$ cat src/rtl/dav_pkg.sv
// Shared types and defaults for the per-frame FFT sequencer.
// Imported by the sequencer top and by its testbench.
package dav_pkg;

    typedef enum logic [2:0] {
        StIdle,
        StSnap,
        StStart,
        StBusy,
        StSwap,
        StRecover
    } seq_state_e;

    localparam int unsigned FFT_TIMEOUT    = 64;
    localparam int unsigned FFT_RST_CYCLES = 2;
    localparam int unsigned FFT_CNT_W      = 8;

endpackage

$ cat src/rtl/toggle_edge_sync.sv
// Brings an asynchronous toggle into the clk domain.
// Emits a one-cycle pulse for each toggle edge.
module toggle_edge_sync (
    input  logic clk,
    input  logic rst,
    input  logic toggle_i,
    output logic pulse_o
);

    // [1:0] form the synchronizer; [2] holds the previous synchronized level.
    logic [2:0] sync_q;

    always_ff @(posedge clk) begin
        if (!rst) begin
            sync_q <= '0;
        end else begin
            sync_q <= {sync_q[1:0], toggle_i};
        end
    end

    assign pulse_o = sync_q[2] ^ sync_q[1];

endmodule

$ cat src/rtl/fft_frame_sequencer.sv
// Runs one FFT per display frame: snapshot, start, watchdogged wait, bank swap.
// Hung transforms are recovered by pulsing the FFT core reset.
module fft_frame_sequencer
    import dav_pkg::*;
#(
    parameter int unsigned TIMEOUT_CYCLES = FFT_TIMEOUT,
    parameter int unsigned RST_CYCLES     = FFT_RST_CYCLES,
    parameter int unsigned CNT_W          = FFT_CNT_W
) (
    input  logic             clk,
    input  logic             rst,
    input  logic             frame_toggle,
    input  logic             run,
    input  logic             fft_done,
    output logic             snap_en,
    output logic             fft_start,
    output logic             fft_rst,
    output logic             bank_sel,
    output logic             frame_valid,
    output logic             busy,
    output logic [CNT_W-1:0] drop_cnt,
    output logic [CNT_W-1:0] timeout_cnt
);

    localparam int unsigned WdW = $clog2(TIMEOUT_CYCLES) + 1;
    localparam int unsigned RcW = $clog2(RST_CYCLES) + 1;

    localparam logic [WdW-1:0]   WdLast = WdW'(TIMEOUT_CYCLES - 1);
    localparam logic [RcW-1:0]   RcLast = RcW'(RST_CYCLES - 1);
    localparam logic [CNT_W-1:0] CntMax = '1;

    seq_state_e       state_q, state_d;
    logic             req;
    logic             capture;
    logic             pending_q, pending_d;
    logic             armed_q, armed_d;
    logic [WdW-1:0]   wd_q, wd_d;
    logic [RcW-1:0]   rc_q, rc_d;
    logic             bank_q, bank_d;
    logic [CNT_W-1:0] drop_q, drop_d;
    logic [CNT_W-1:0] tmo_q, tmo_d;
    logic             in_rst_q;

    toggle_edge_sync u_frame_sync (
        .clk      (clk),
        .rst      (rst),
        .toggle_i (frame_toggle),
        .pulse_o  (req)
    );

    assign capture = req && run;

    // State register
    always_ff @(posedge clk) begin
        if (!rst) begin
            state_q <= StIdle;
        end else begin
            state_q <= state_d;
        end
    end

    // Next-state logic
    always_comb begin
        state_d = state_q;
        case (state_q)
            StIdle:    if (pending_q) state_d = StSnap;
            StSnap:    state_d = StStart;
            StStart:   state_d = StBusy;
            StBusy: begin
                // Completion takes priority over an expiring watchdog.
                if (armed_q && fft_done) begin
                    state_d = StSwap;
                end else if (wd_q == WdLast) begin
                    state_d = StRecover;
                end
            end
            StSwap:    state_d = StIdle;
            StRecover: if (rc_q == RcLast) state_d = StIdle;
            default:   state_d = StIdle;
        endcase
    end

    // Request capture, watchdog, recovery timer, bank and counters
    always_comb begin
        pending_d = pending_q;
        armed_d   = armed_q;
        wd_d      = wd_q;
        rc_d      = rc_q;
        bank_d    = bank_q;
        drop_d    = drop_q;
        tmo_d     = tmo_q;

        if (state_q == StIdle && pending_q) pending_d = 1'b0;
        if (capture) pending_d = 1'b1;
        if (capture && pending_q && drop_q != CntMax) drop_d = drop_q + CNT_W'(1);

        case (state_q)
            StStart: begin
                armed_d = 1'b0;
                wd_d    = '0;
            end
            StBusy: begin
                wd_d = wd_q + WdW'(1);
                // A done level left over from the previous frame must drop first.
                if (!fft_done) armed_d = 1'b1;
                if (state_d == StSwap) bank_d = ~bank_q;
                if (state_d == StRecover) begin
                    rc_d = '0;
                    if (tmo_q != CntMax) tmo_d = tmo_q + CNT_W'(1);
                end
            end
            StRecover: rc_d = rc_q + RcW'(1);
            default: ;
        endcase
    end

    always_ff @(posedge clk) begin
        if (!rst) begin
            pending_q <= 1'b0;
            armed_q   <= 1'b0;
            wd_q      <= '0;
            rc_q      <= '0;
            bank_q    <= 1'b0;
            drop_q    <= '0;
            tmo_q     <= '0;
            in_rst_q  <= 1'b1;
        end else begin
            pending_q <= pending_d;
            armed_q   <= armed_d;
            wd_q      <= wd_d;
            rc_q      <= rc_d;
            bank_q    <= bank_d;
            drop_q    <= drop_d;
            tmo_q     <= tmo_d;
            in_rst_q  <= 1'b0;
        end
    end

    // Outputs
    always_comb begin
        snap_en     = (state_q == StSnap);
        fft_start   = (state_q == StStart);
        frame_valid = (state_q == StSwap);
        busy        = (state_q != StIdle);
        fft_rst     = in_rst_q || (state_q == StRecover);
        bank_sel    = bank_q;
        drop_cnt    = drop_q;
        timeout_cnt = tmo_q;
    end

endmodule

$ cat config.mk
export PLATFORM = sky130hd
export DESIGN_NAME = fft_frame_sequencer
export DESIGN_NICKNAME = d
export VERILOG_FILES = /design/src/rtl/dav_pkg.sv /design/src/rtl/toggle_edge_sync.sv /design/src/rtl/fft_frame_sequencer.sv
export SDC_FILE = /design/constraint.sdc
export NUM_CORES = 1
export LEC_CHECK = 0
export ABC_CLOCK_PERIOD_IN_PS = 3390
export BUFFER_PORTS_ARGS = -buffer_cell sky130_fd_sc_hd__buf_2
export CAP_MARGIN = 20
export CORE_MARGIN = 1
export CORE_UTILIZATION = 35
export CTS_CLUSTER_SIZE = 28
export DETAILED_ROUTE_END_ITERATION = 10
export HOLD_SLACK_MARGIN = 0.06
export PLACE_DENSITY_LB_ADDON = 0.3
export SYNTH_ARGS = -nofsm -noshare
export SYNTH_HDL_FRONTEND = slang
export SYNTH_HIERARCHICAL = 1
export SYNTH_SLANG_ARGS = --single-unit
$ cat constraint.sdc
create_clock -name clk -period 3.39 [get_ports clk]
set_clock_uncertainty 0.05 [all_clocks]
set_input_delay 0.678 -clock clk [delete_from_list [all_inputs] [get_ports clk]]
set_output_delay 0.678 -clock clk [all_outputs]
set_load 0.005 [all_outputs]
# Yosys cells after proc, flatten, opt, wreduce, memory -nomap -nowiden
# Cells that the tools add are included.
op_classes:
  multipliers: 0
  order_cmp: 0
  n_reduce_logical: 15
  bitwise_logic: 2
  muxes: 13
  eq_ne: 13
  n_addsub: 4
  n_div: 0
  n_shift: 0
op_table:
  columns: ["cell", "count"]
  rows:
  - ["adder 8 x 1 -> 8 bit, second input constant", 2]
  - ["inequality test 8 bit, second input constant", 2]
  - ["case mux 3 bit (5 select lines)", 1]
  - ["case mux 7 bit (2 select lines)", 1]
  - ["== test 3 bit, second input constant", 4]
  - ["two-way mux 3 bit", 4]
  - ["adder 7 x 1 -> 7 bit, second input constant", 1]
  - ["== test 7 x 6 -> 1 bit, second input constant", 1]
  - ["== test 3 x 2 -> 1 bit, second input constant", 2]
  - ["AND reduction 2 bit", 3]
  - ["nonzero test 2 bit", 3]
  - ["logical AND 1 bit", 5]
  - ["two-way mux 1 bit", 4]
  - ["inequality test 2 bit, second input constant", 2]
  - ["case mux 2 bit (2 select lines)", 1]
  - ["== test 3 x 1 -> 1 bit, second input constant", 1]
  - ["logical NOT 3 bit", 1]
  - ["AND reduction 3 bit", 1]
  - ["nonzero test 3 bit", 1]
  - ["adder 2 x 1 -> 2 bit, second input constant", 1]
  - ["== test 2 x 1 -> 1 bit, second input constant", 1]
  - ["two-way mux 2 bit", 1]
  - ["case mux 1 bit (2 select lines)", 1]
  - ["logical OR 1 bit", 1]
  - ["2 further kinds", 2]
word_totals:
  reg_bits: 35
  n_memories: 0
  latch_bits: 0
  romBits: 0
  elab_cells: 57
  output_inout_bits: 22
  in_bits: 5
  ramBits: 0

# Longest topological paths before layout
depth:
  ltp_word: 7
  mapped_depth: 7

# Modules after synthesis
# The synthesis kept the hierarchy.
by_module_without_submodules:
  columns: ["module", "cells_each", "area_per_inst_um2", "n_inst"]
  rows:
  - ["fft_frame_sequencer", 187, 1536.5, 1]
  - ["toggle_edge_sync", 7, 88.8, 1]

# Worst setup path after synthesis
# No wires, ideal clock.
synth_timing:
  path_type: "in2reg"
  startpoint: "in fft_done"
  endpoint: "reg tmo_q[3] (netlist: timeout_cnt[3])"
  n_path_buf: 1
  arrival_time_ns: 1.937
  required_ns: 3.270
  setup_time_ns: 0.070
  stages: 5
  slack_ns: 1.333
  cell_sequence: "nand2_1 > or4b_1 > buf_2 > or4_1 > a21oi_1"
synth_between:
  elab_chain_len: 5
synth_lines:
  columns: ["item", "line_no", "source"]
  rows:
  - ["from (decl)", "fft_frame_sequencer.sv:14", "input logic fft_done,"]
  - ["logical AND 1 bit", "fft_frame_sequencer.sv:71", "if (armed_q && fft_done) begin"]
  - ["two-way mux 3 bit", "fft_frame_sequencer.sv:71", null]
  - ["case mux 3 bit (5 select lines)", "fft_frame_sequencer.sv:65", "case (state_q)"]
  - ["== test 3 bit", "fft_frame_sequencer.sv:107", "if (state_d == StRecover) begin"]
  - ["AND reduction 3 bit (no line)", null, null]
  - ["to (signal assigned)", "fft_frame_sequencer.sv:134", "tmo_q <= tmo_d;"]
  - ["to (decl)", "fft_frame_sequencer.sv:41", "logic [CNT_W-1:0] tmo_q, tmo_d;"]
# Every way passes these cells.
# A chain may end at the register's enable or synchronous reset.

# Worst setup path in the final report
layout_timing:
  startpoint: "reg wd_q[0]"
  endpoint: "reg tmo_q[3] (netlist: timeout_cnt[3])"
layout_between:
  elab_chain_len: 6
layout_lines:
  columns: ["item", "line_no", "source"]
  rows:
  - ["from (decl)", "fft_frame_sequencer.sv:37", "logic [WdW-1:0] wd_q, wd_d;"]
  - ["from (signal assigned)", "fft_frame_sequencer.sv:130", "wd_q <= wd_d;"]
  - ["== test 7 x 6 -> 1 bit", "fft_frame_sequencer.sv:73", "end else if (wd_q == WdLast) begin"]
  - ["two-way mux 3 bit", "fft_frame_sequencer.sv:73", null]
  - ["two-way mux 3 bit", "fft_frame_sequencer.sv:71", null]
  - ["case mux 3 bit (5 select lines)", "fft_frame_sequencer.sv:65", null]
  - ["== test 3 bit", "fft_frame_sequencer.sv:107", null]
  - ["AND reduction 3 bit (no line)", null, null]
# Every way passes these cells.

==> impl.org <==
** Synthesis
- Share of synthesized area spent on multiplexers :: 0.0123
- Combinational family with the most area after synthesis :: simple AND/OR/NAND/NOR gates
- Number of flops mapped to enable cells by yosys :: 0
- Counting flops and latches in the post-synthesis netlist gives 35.
- The area fraction in compound gates after synthesis was 0.186.
- For this run, the register share of the synthesized area comes to 0.431.
- Of the total synthesized cell area, the portion taken by AND, OR, NAND and NOR gates is 0.280.
- Arithmetic-cell share of the synthesized area counting full adders, half adders and majority gates :: 0.0308
- The synthesized netlist contains 41 unique library cells.
- Ranked by total cell area, the synthesized netlist is headed by dfxtp_1 43%, a21oi_1 5.2%, nand3_1 4.9%, nor2_1 4.6%, o31ai_1 3.2%.
- Post-synthesis cell area :: 0.00163 mm²
- After technology mapping, the gate count stands at 194.
- For this run, the number of Yosys warnings is 6.
- Number of nets in the synthesized netlist :: 203
- Share of the synthesized netlist area taken by xor and xnor gates :: 0.0108
- Summed over all instances, the cell type with the most area after synthesis is dfxtp_1.
- Fraction of synthesized cell area taken by the top area cell type :: 0.431
- Main synth FF type :: dfxtp_1
- Counting flops with an async set or reset pin after synthesis yields a share of 0.
- Synthesized area divided by synthesized cell count :: 8.38 µm²

** Layout
- Most frequent cells in the layout :: 35 x dfxtp_1, 26 x buf_2, 20 x nor2_1
- The repair_antennas step left the layout with diodes totalling 0.
- Fill cell count :: 440
- Area used by multi-input combinational logic :: 845 µm²
- Compared with the post-synthesis result, the final layout area differs by 15.6%.
- At the end of the flow, the number of nets in the layout was 226.
- The library cell used most frequently in the layout, excluding fill and tap cells, is dfxtp_1.
- Final core area utilization :: 0.425
- In the final layout, the share of cells above drive strength 1 is 0.174.
- Area of all sequential standard cells :: 701 µm²

** Routing
- Top Metal Used :: met4
- In this run the remaining antenna-violating nets after routing total 0.
- For this block, the routed nets add up to 3.29 mm of wire.
- In the routed layout, each cell is associated on average with a via count of 5.34.
- After detailed routing, the number of remaining DRC violations is 0.
- Routed metal-1 wire length :: 1.59 mm
- After detailed routing, the average wire length per cell comes to 12.2 µm.
- The first routing iteration left 109 violations.
- Wire length on met2 :: 1.50 mm
- Detailed-routed wire length on met3 :: 143 µm
- Initial DRT Pass Iterations :: 5
- Summing over every cut layer, the via total after detailed routing is 1441.

** Die
- 27 I/O pins were placed.
- The core region is 0.00441 mm².
- The initial utilization of the core area, before any placement, comes to 0.368.
- Die Span X :: 70.1 µm
- Measured along the y axis, the die boundary spans 70.1 µm.
- Die footprint :: 0.00492 mm²
- Site row count :: 24

** Power and ir drop
- The worst-case IR drop observed on VDD is 0.000240 V.
- Total power per unit cell area :: 416 mW/mm²
- For this design the static power due to leakage is 0.735 nW.
- Power Internal :: 0.611 mW
- Of the total power, the clock network draws 0.427.
- Sequential cell fraction of total power :: 0.535
- Comb power frac :: 0.038
- Switching Fraction :: 0.217
- The analysis attributes to net switching a power of 0.170 mW.
- Total power :: 0.781 mW

** Flow run
- The tool flagged a number of max-cap violations equal to 0.

** Global routing
- The first global-routing pass estimated 5.46 mm of wire.
- Maximum number of pins on one net before global-route repair :: 27
- Initial antenna violation count :: 0
- Total grt overflow :: 0
- Across every metal layer, demand over resource in global routing totals 0.139.
- The number of global-route vias before repair is 1222.

** Clock network
- Counting every sink on the clock net gives 35.
- Clock buffers created by TritonCTS :: 5
- Deepest level of the CTS H-tree :: 2
- After clock tree synthesis, the clock-pin slew on the worst setup and hold paths is 0.07 ns.
- The number of setup buffers added after CTS is 0.
- Post-cts resize count :: 0
- The tree is rooted in a clkbuf_8.
- Later-pin clock latency in the skew report :: 0.28 ns
- Hold buffer count at cts :: 0
- Clock tree from TritonCTS :: built
- Maximum root-to-sink buffer count :: 2

** Timing
- Setup violations remaining at the end of the flow were counted as 0.
- Setup repair after global routing missed its margin :: no
- Final Hold Viols :: 0
- Count of pins over their slew limit :: 0
- Headroom to the max-slew limit came out at 0.472.
- Subtracting the final worst setup slack from the clock period gives 2.32 ns.
- Summed over all failing endpoints, the final setup total negative slack is 0 ns.
- For the pin with the worst max-slew slack, the measured transition is 0.790 ns.
- Across all setup checks in the final design, the least slack found is 1.07 ns.
- Share of the clock period used by the worst path :: 0.685
- For this run, the top clock speed supported by timing is 0.431 GHz.

** Setup path
- Critical-path maximum fanout :: 17
- CP Data Required Time :: 3.56 ns
- Data arrives at the worst endpoint at 2.49 ns.
- The signal on the critical path passes through ha_1, nand4b_1, or4b_1, or4_1, a21oi_1.
- Nature of the critical path endpoint :: flip-flop
- Category of the most critical setup path :: reg -> reg
- The worst setup path is launched from a flip-flop.
- Cell type of the slowest stage on the worst timing path :: or4b_1
- Family of cells with the greatest summed delay on the critical path :: simple AND/OR/NAND/NOR gates
- Total buffers and inverters traversed by the critical path :: 0
- For this run, the slowest stage of the critical path takes 0.77 ns.

** Placement
- Count of input and output buffers :: 26
- OpenSTA, run right after detailed placement, puts the worst setup slack at 0.935 ns.
- The HPWL after detailed placement is 2.25 mm.
- Last weighted congestion value of the routability-driven placer :: 0.880

** Outcome
- Run status :: finished clean

** Min path
- Class of the tightest hold or removal check :: reg -> reg
## sequential cells by signal (all words and copies together) (netlist names)
register and count:
pending_q 1, timeout_cnt 8, bank_sel 1, rc_q 2, drop_cnt 8, u_frame_sync/sync_q 3
state_q 3, wd_q 7, in_rst_q 1, armed_q 1
## stage by stage
| stage | instance area, µm² | hold WS, ns | std cells |
|---|---|---|---|
| 2_1_floorplan | 1630 | 0.356 | 194 |
| 3_3_place_gp | 1780 | 0.399 | 262 |
| 3_5_place_dp | 1780 | 0.393 | 262 |
| 4_1_cts | 1880 | 0.409 | 270 |
| 5_1_grt | 1880 | 0.412 | 270 |
| 6_report | 1880 | 0.402 | 270 |
## power by group through the flow
stage | Clock (mW) | Combinational (mW) | Sequential (mW)
2_1_floorplan | 0 | 0.0226 | 0.426
3_3_place_gp | 0 | 0.0309 | 0.427
3_5_place_dp | 0 | 0.0307 | 0.427
4_1_cts | 0.346 | 0.0308 | 0.418
5_1_grt | 0.362 | 0.0341 | 0.418
6_report | 0.333 | 0.0299 | 0.418
## layer usage
metal  GRT usage  up-vias
met2       0.222       29
met3      0.0361        7
met4      0.0578        0
met1       0.176      654
li1            -      751
met5           0        -
## synth_stat cells, drive strengths merged (5+ instances only)
cell type	n
o31ai	7
or3	7
nor2	20
nand3	16
nand2	13
or4	6
inv	5
a21oi	17
clkbuf	9
o21ai	8
dfxtp	35
## logic make-up after synthesis
logic type | Yosys count
simple gates | 85
compound gates | 48
flops | 35
buf+inv | 18
fa+ha+maj | 4
xor+xnor | 2
mux | 2
## area by class of cell
cell class | count | share of cell area
Sequential cell | 35 | 0.373
Multi-Input combinational cell | 141 | 0.450
Inverter | 6 | 0.0120
Tap cell | 52 | 0.0346
Timing Repair Buffer | 28 | 0.0773
Clock buffer | 8 | 0.0533
## path summary, 6_finish.rpt
path	slack [ns]	start	depth (start not counted)	endpoint
worst max register to register	1.07	wd_q[0]	5	timeout_cnt[3]
worst min register to register	0.40	u_frame_sync/sync_q[0]	1	u_frame_sync/sync_q[1]
worst max-delay path	1.07	wd_q[0]	5	timeout_cnt[3]
worst min-delay path	0.40	u_frame_sync/sync_q[0]	1	u_frame_sync/sync_q[1]
Power figures use the tool's default switching activity.
